--- src/rtl/alu_pkg.sv ---
// Shared ALU definitions: multiplier FSM states, default width and
// the helper that sizes the iteration counter.
package alu_pkg;

    localparam int MUL_WIDTH = 8;

    typedef enum logic [1:0] {
        IDLE = 2'd0,
        RUN  = 2'd1,
        DONE = 2'd2
    } mul_state_t;

    // Counter must hold values 0..w-1 with one spare bit of headroom.
    function automatic int cnt_width(input int w);
        return $clog2(w) + 1;
    endfunction

    localparam int CNT_W = cnt_width(MUL_WIDTH);

endpackage

--- src/rtl/addition.sv ---
// Combinational ripple-carry adder: Z = X + Y, carry-out on cout.
module addition #(
    parameter int WIDTH = 8
) (
    output logic [WIDTH-1:0] Z,
    output logic             cout,
    input  logic [WIDTH-1:0] X,
    input  logic [WIDTH-1:0] Y
);

    // Ripple the carry bit by bit from LSB to MSB.
    always_comb begin
        logic carry;
        carry = 1'b0;
        Z     = {WIDTH{1'b0}};
        for (int i = 0; i < WIDTH; i++) begin
            Z[i]  = X[i] ^ Y[i] ^ carry;
            carry = (X[i] & Y[i]) | (carry & (X[i] ^ Y[i]));
        end
        cout = carry;
    end

endmodule

--- src/rtl/shift_add_multiplier.sv ---
// Sequential unsigned shift-and-add multiplier with start/busy/done
// handshake. One add-and-shift iteration per cycle, WIDTH iterations,
// product registered and held until the next accepted start.
module shift_add_multiplier
    import alu_pkg::*;
#(
    parameter int WIDTH = MUL_WIDTH
) (
    input  logic                 clk,
    input  logic                 rst_n,
    input  logic                 start,
    input  logic [WIDTH-1:0]     a,
    input  logic [WIDTH-1:0]     b,
    output logic                 busy,
    output logic                 done,
    output logic [2*WIDTH-1:0]   product
);

    localparam int CW = cnt_width(WIDTH);

    mul_state_t             r_state;
    logic [WIDTH-1:0]       r_acc_hi;
    logic [WIDTH-1:0]       r_q;
    logic [WIDTH-1:0]       r_m;
    logic [CW-1:0]          r_cnt;
    logic                   r_busy;
    logic                   r_done;
    logic [2*WIDTH-1:0]     r_product;

    logic [WIDTH-1:0]       w_y;
    logic [WIDTH-1:0]       w_sum;
    logic                   w_cout;
    logic                   w_last;
    logic [2*WIDTH-1:0]     w_next_pair;

    // Select the addend: multiplicand when the current multiplier LSB is set.
    always_comb begin
        w_y = {WIDTH{1'b0}};
        if (r_q[0]) begin
            w_y = r_m;
        end else begin
            w_y = {WIDTH{1'b0}};
        end
    end

    addition #(.WIDTH(WIDTH)) u_add (
        .Z    (w_sum),
        .cout (w_cout),
        .X    (r_acc_hi),
        .Y    (w_y)
    );

    // Right-shift of {cout,sum,q}: carry lands in the accumulator MSB.
    always_comb begin
        w_next_pair = {w_cout, w_sum, r_q[WIDTH-1:1]};
        w_last      = (r_cnt == CW'(WIDTH - 1));
    end

    // Control FSM plus datapath registers and registered handshake outputs.
    always_ff @(posedge clk or negedge rst_n) begin
        if (!rst_n) begin
            r_state   <= IDLE;
            r_acc_hi  <= {WIDTH{1'b0}};
            r_q       <= {WIDTH{1'b0}};
            r_m       <= {WIDTH{1'b0}};
            r_cnt     <= {CW{1'b0}};
            r_busy    <= 1'b0;
            r_done    <= 1'b0;
            r_product <= {(2*WIDTH){1'b0}};
        end else begin
            case (r_state)
                IDLE: begin
                    r_done <= 1'b0;
                    if (start) begin
                        r_m      <= a;
                        r_q      <= b;
                        r_acc_hi <= {WIDTH{1'b0}};
                        r_cnt    <= {CW{1'b0}};
                        r_busy   <= 1'b1;
                        r_state  <= RUN;
                    end else begin
                        r_state  <= IDLE;
                    end
                end
                RUN: begin
                    {r_acc_hi, r_q} <= w_next_pair;
                    r_cnt           <= r_cnt + CW'(1);
                    if (w_last) begin
                        r_product <= w_next_pair;
                        r_busy    <= 1'b0;
                        r_done    <= 1'b1;
                        r_state   <= DONE;
                    end else begin
                        r_state   <= RUN;
                    end
                end
                DONE: begin
                    r_done  <= 1'b0;
                    r_busy  <= 1'b0;
                    r_state <= IDLE;
                end
                default: begin
                    r_busy  <= 1'b0;
                    r_done  <= 1'b0;
                    r_state <= IDLE;
                end
            endcase
        end
    end

    assign busy    = r_busy;
    assign done    = r_done;
    assign product = r_product;

endmodule
--- config.mk ---
export PLATFORM = sky130hd
export DESIGN_NAME = shift_add_multiplier
export DESIGN_NICKNAME = d
export VERILOG_FILES = /design/src/rtl/alu_pkg.sv /design/src/rtl/addition.sv /design/src/rtl/shift_add_multiplier.sv
export SDC_FILE = /design/constraint.sdc
export NUM_CORES = 1
export LEC_CHECK = 0
export ABC_AREA = 0
export CAP_MARGIN = 20
export CELL_PAD_IN_SITES_DETAIL_PLACEMENT = 1
export CELL_PAD_IN_SITES_GLOBAL_PLACEMENT = 1
export CORE_UTILIZATION = 25
export DETAILED_ROUTE_END_ITERATION = 12
export PLACE_DENSITY_LB_ADDON = 0.1
export SKIP_CTS_REPAIR_TIMING = 1
export SLEW_MARGIN = 20
export SYNTH_ARGS = -nofsm -noshare
export SYNTH_HDL_FRONTEND = slang
export SYNTH_SLANG_ARGS = --single-unit
--- constraint.sdc ---
create_clock -name clk -period 4.9 [get_ports clk]
set_clock_uncertainty 0.15 [all_clocks]
set_input_delay 0.49 -clock clk [delete_from_list [all_inputs] [get_ports clk]]
set_output_delay 0.49 -clock clk [all_outputs]
set_load 0.01 [all_outputs]
==> flow_summary.yaml <==
critical_path:
  r2r_cells: 11
  crit_path_max_fanout: 9
  cp-start-kind: "flip-flop"
  cp_slowest_cell: "fa_1"
  timing.rr.end: "r_acc_hi[6]"
  timing.critical_path.required_ps: 4910
  cp-startpoint: "r_q[0]"
  worstPathCellList: "and2_1 > ha_1 > inv_1 > fa_1 > fa_1 > fa_1 > fa_1 > fa_1 > fa_1 > fa_1 > o21ai_1"
  endpoint: "r_acc_hi[6]"
  reg2reg_from: "r_q[0]"
  crit_top_cell: "fa_1"
  endpoint_kind: "flip-flop"
  arrival_ps: 4190
  r2r_slack_ps: 720
  worstSetupPathType: "flip-flop to flip-flop"
  max_stage_delay_ps: 520
clock_tree:
  clk_latency_ps: 300
  cts_buffers: 5
  ctsRootBufferMaster: "clkbuf_8"
  ctsLongestPathBuffers: 2
  htree_levels: 2
  cts_tree: "built"
  cts.sinks: 48
  cts.clk_slew.worst_paths_ps: 90
floorplanning:
  die_y_microns: 94.2
  dieArea_sq_um: 8870
  die_w_microns: 94.2
  initial_utilization_pct: 25.9
  rows: 33
  io_pins: 37
  core_area_sq_um: 8220
timing:
  worst_slew_pin_slew_ps: 963
  final_max_slew_viol_count: 0
  hold-worst-slack_ps: 140
  fin_crit_sh_pct: 85.3
  setup_tns_ps: 0
  slew_headroom_pct: 35.7
  period_needed_ps: 4180
  hold_violations: 0
  max_freq_ghz: 0.239
  rsz0062_at_grt: "no"
  setup_viol: 0
power_and_ir_drop:
  p_comb_share_pct: 39.3
  power.density_nw_per_um2: 578
  finalPower_w: 0.00154
  ir_drop_mv: 0.151
  clkPwrFrac_pct: 15.7
  switching_share_pct: 35.8
  leakage_nw: 1.10
  netSwitchingPower_w: 0.000550
  pwr-share-seq_pct: 45.0
  internal_power_w: 0.000986
finish:
  layout_common_cells: "48 x dfrtp_1, 35 x clkdlybuf4s50_1, 24 x nand2_1"
  mostFrequentLayoutCell: "dfrtp_1"
  diodes: 0
  multi_input_area_sq_um: 828
  drive_gt1_share_pct: 5.94
  nFillCells: 927
  post-route-util_pct: 32.4
  final_nets: 246
  seqCellArea_sq_um: 1200
  area_delta_synth_final_pct: 25.1
  stdcell_area_sq_um: 2660
synth:
  synth_cell_types: 29
  synth_fp_nets: 211
  ys_seq_area_share_pct: 56.5
  synth_area_leader_cell: "dfrtp_1"
  syn-instance-count: 183
  synth_area_sq_um: 2120
  synth_top_area_share_pct: 56.5
  syn_area_per_cell_sq_um: 11.6
  synth-seq-cells: 48
  yosysWarnings: 0
  synth_area_leaders: "dfrtp_1 57%, mux2_1 8.0%, fa_1 6.6%"
run_status:
  status: "complete, no violations"
routing:
  drc: 0
  ant_nets: 0
  wl_per_cell_microns: 15.3
  wirelength_microns: 4960
  firstDrtPassIters: 4
  vias_per_cell: 4.59
  num_vias: 1486
  drt_iter0_markers: 63
global_route:
  grt_pass1_vias: 1576
  gr-usage-all-layers_pct: 12.5
  grt_pass1_wl_microns: 8240
  grt_max_degree: 49
  overflow: 0
  antenna_found_initial: 0
placed_design:
  place.gp.congestion: 0.777
  place_area_sq_um: 2570
  port_buffers: 36
  hpwlAfterDp_microns: 3410
run:
  max_cap_violations: 0
min_path:
  hp-class: "input pin to async pin"
==> metal layers <==
metal	GRT usage, %	up-vias	routed length [microns]
li1	-	689	-
met1	17.1	769	2380
met2	19.1	23	2420
met3	3.40	5	127
met4	3.46	0	35
met5	0	-	0
==> worst max-delay path: cells and delay by family, from the launching register on <==
family,cells,cell delay (ps)
and+or+nand+nor,1,190
buffers and inverters,1,50
AOI/OAI and AO/OA,1,70
DFF,1,510
adders and majority gates,8,3060
==> cell families after synthesis <==
logic type,Yosys count,synth area share [%]
and+or+nand+nor,39,8.60
DFF,48,56.5
AOI/OAI and AO/OA,50,13.4
muxes,17,9.19
adders and majority gates,9,7.77
buffers and inverters,20,4.48
==> worst min-delay path by stage <==
stage / endpoint / slack (ps) / start
4_1_cts: r_q[0] / 160 / rst_n
3_5_place_dp: r_m[0] / 330 / r_m[0]
5_1_grt: r_q[0] / 180 / rst_n
3_3_place_gp: r_m[0] / 320 / r_m[0]
6_report: r_q[3] / 140 / rst_n
2_1_floorplan: busy / 40 / rst_n
==> final cells by class <==
cell class	count	area share, %
Sequential cell	48	45.2
Multi-Input combinational cell	115	31.2
Timing Repair Buffer	38	13.9
Tap cell	105	4.94
Clock buffer	8	3.39
Inverter	10	1.41
==> flip-flops by register name, summed over array words and instances, names as in the netlist <==
name	flops
r_cnt	4
product	16
done	1
busy	1
r_m	8
r_acc_hi	8
r_q	8
r_state	2
==> through the flow <==
| step | setup WS [ps] | instances |
|---|---|---|
| finish | 719 | 324 |
| global route | 590 | 324 |
| CTS | 708 | 324 |
| detailed placement | 759 | 316 |
| global placement | 855 | 316 |
| floorplan | 946 | 183 |
==> power groups by stage <==
stage / Combinational [W] / Clock [W] / Sequential [W]
2_1_floorplan: 0.000367 / 0 / 0.000675
3_3_place_gp: 0.000604 / 0 / 0.000695
3_5_place_dp: 0.000612 / 0 / 0.000704
4_1_cts: 0.000620 / 0.000254 / 0.000696
5_1_grt: 0.000685 / 0.000270 / 0.000721
6_report: 0.000603 / 0.000241 / 0.000692
==> Yosys cell counts, drive strengths merged <==
library cell	n
and2b	1
nor2b	5
nand3	3
a22oi	8
a21o	1
and2	1
a22o	2
o21bai	2
nand2	24
buf	4
mux2	17
o21ai	33
ha	2
clkbuf	6
inv	10
or3	1
a21oi	4
nand2b	2
nand3b	1
fa	7
nor2	1
dfrtp	48
Note: power is estimated with default switching activity, not from simulation.
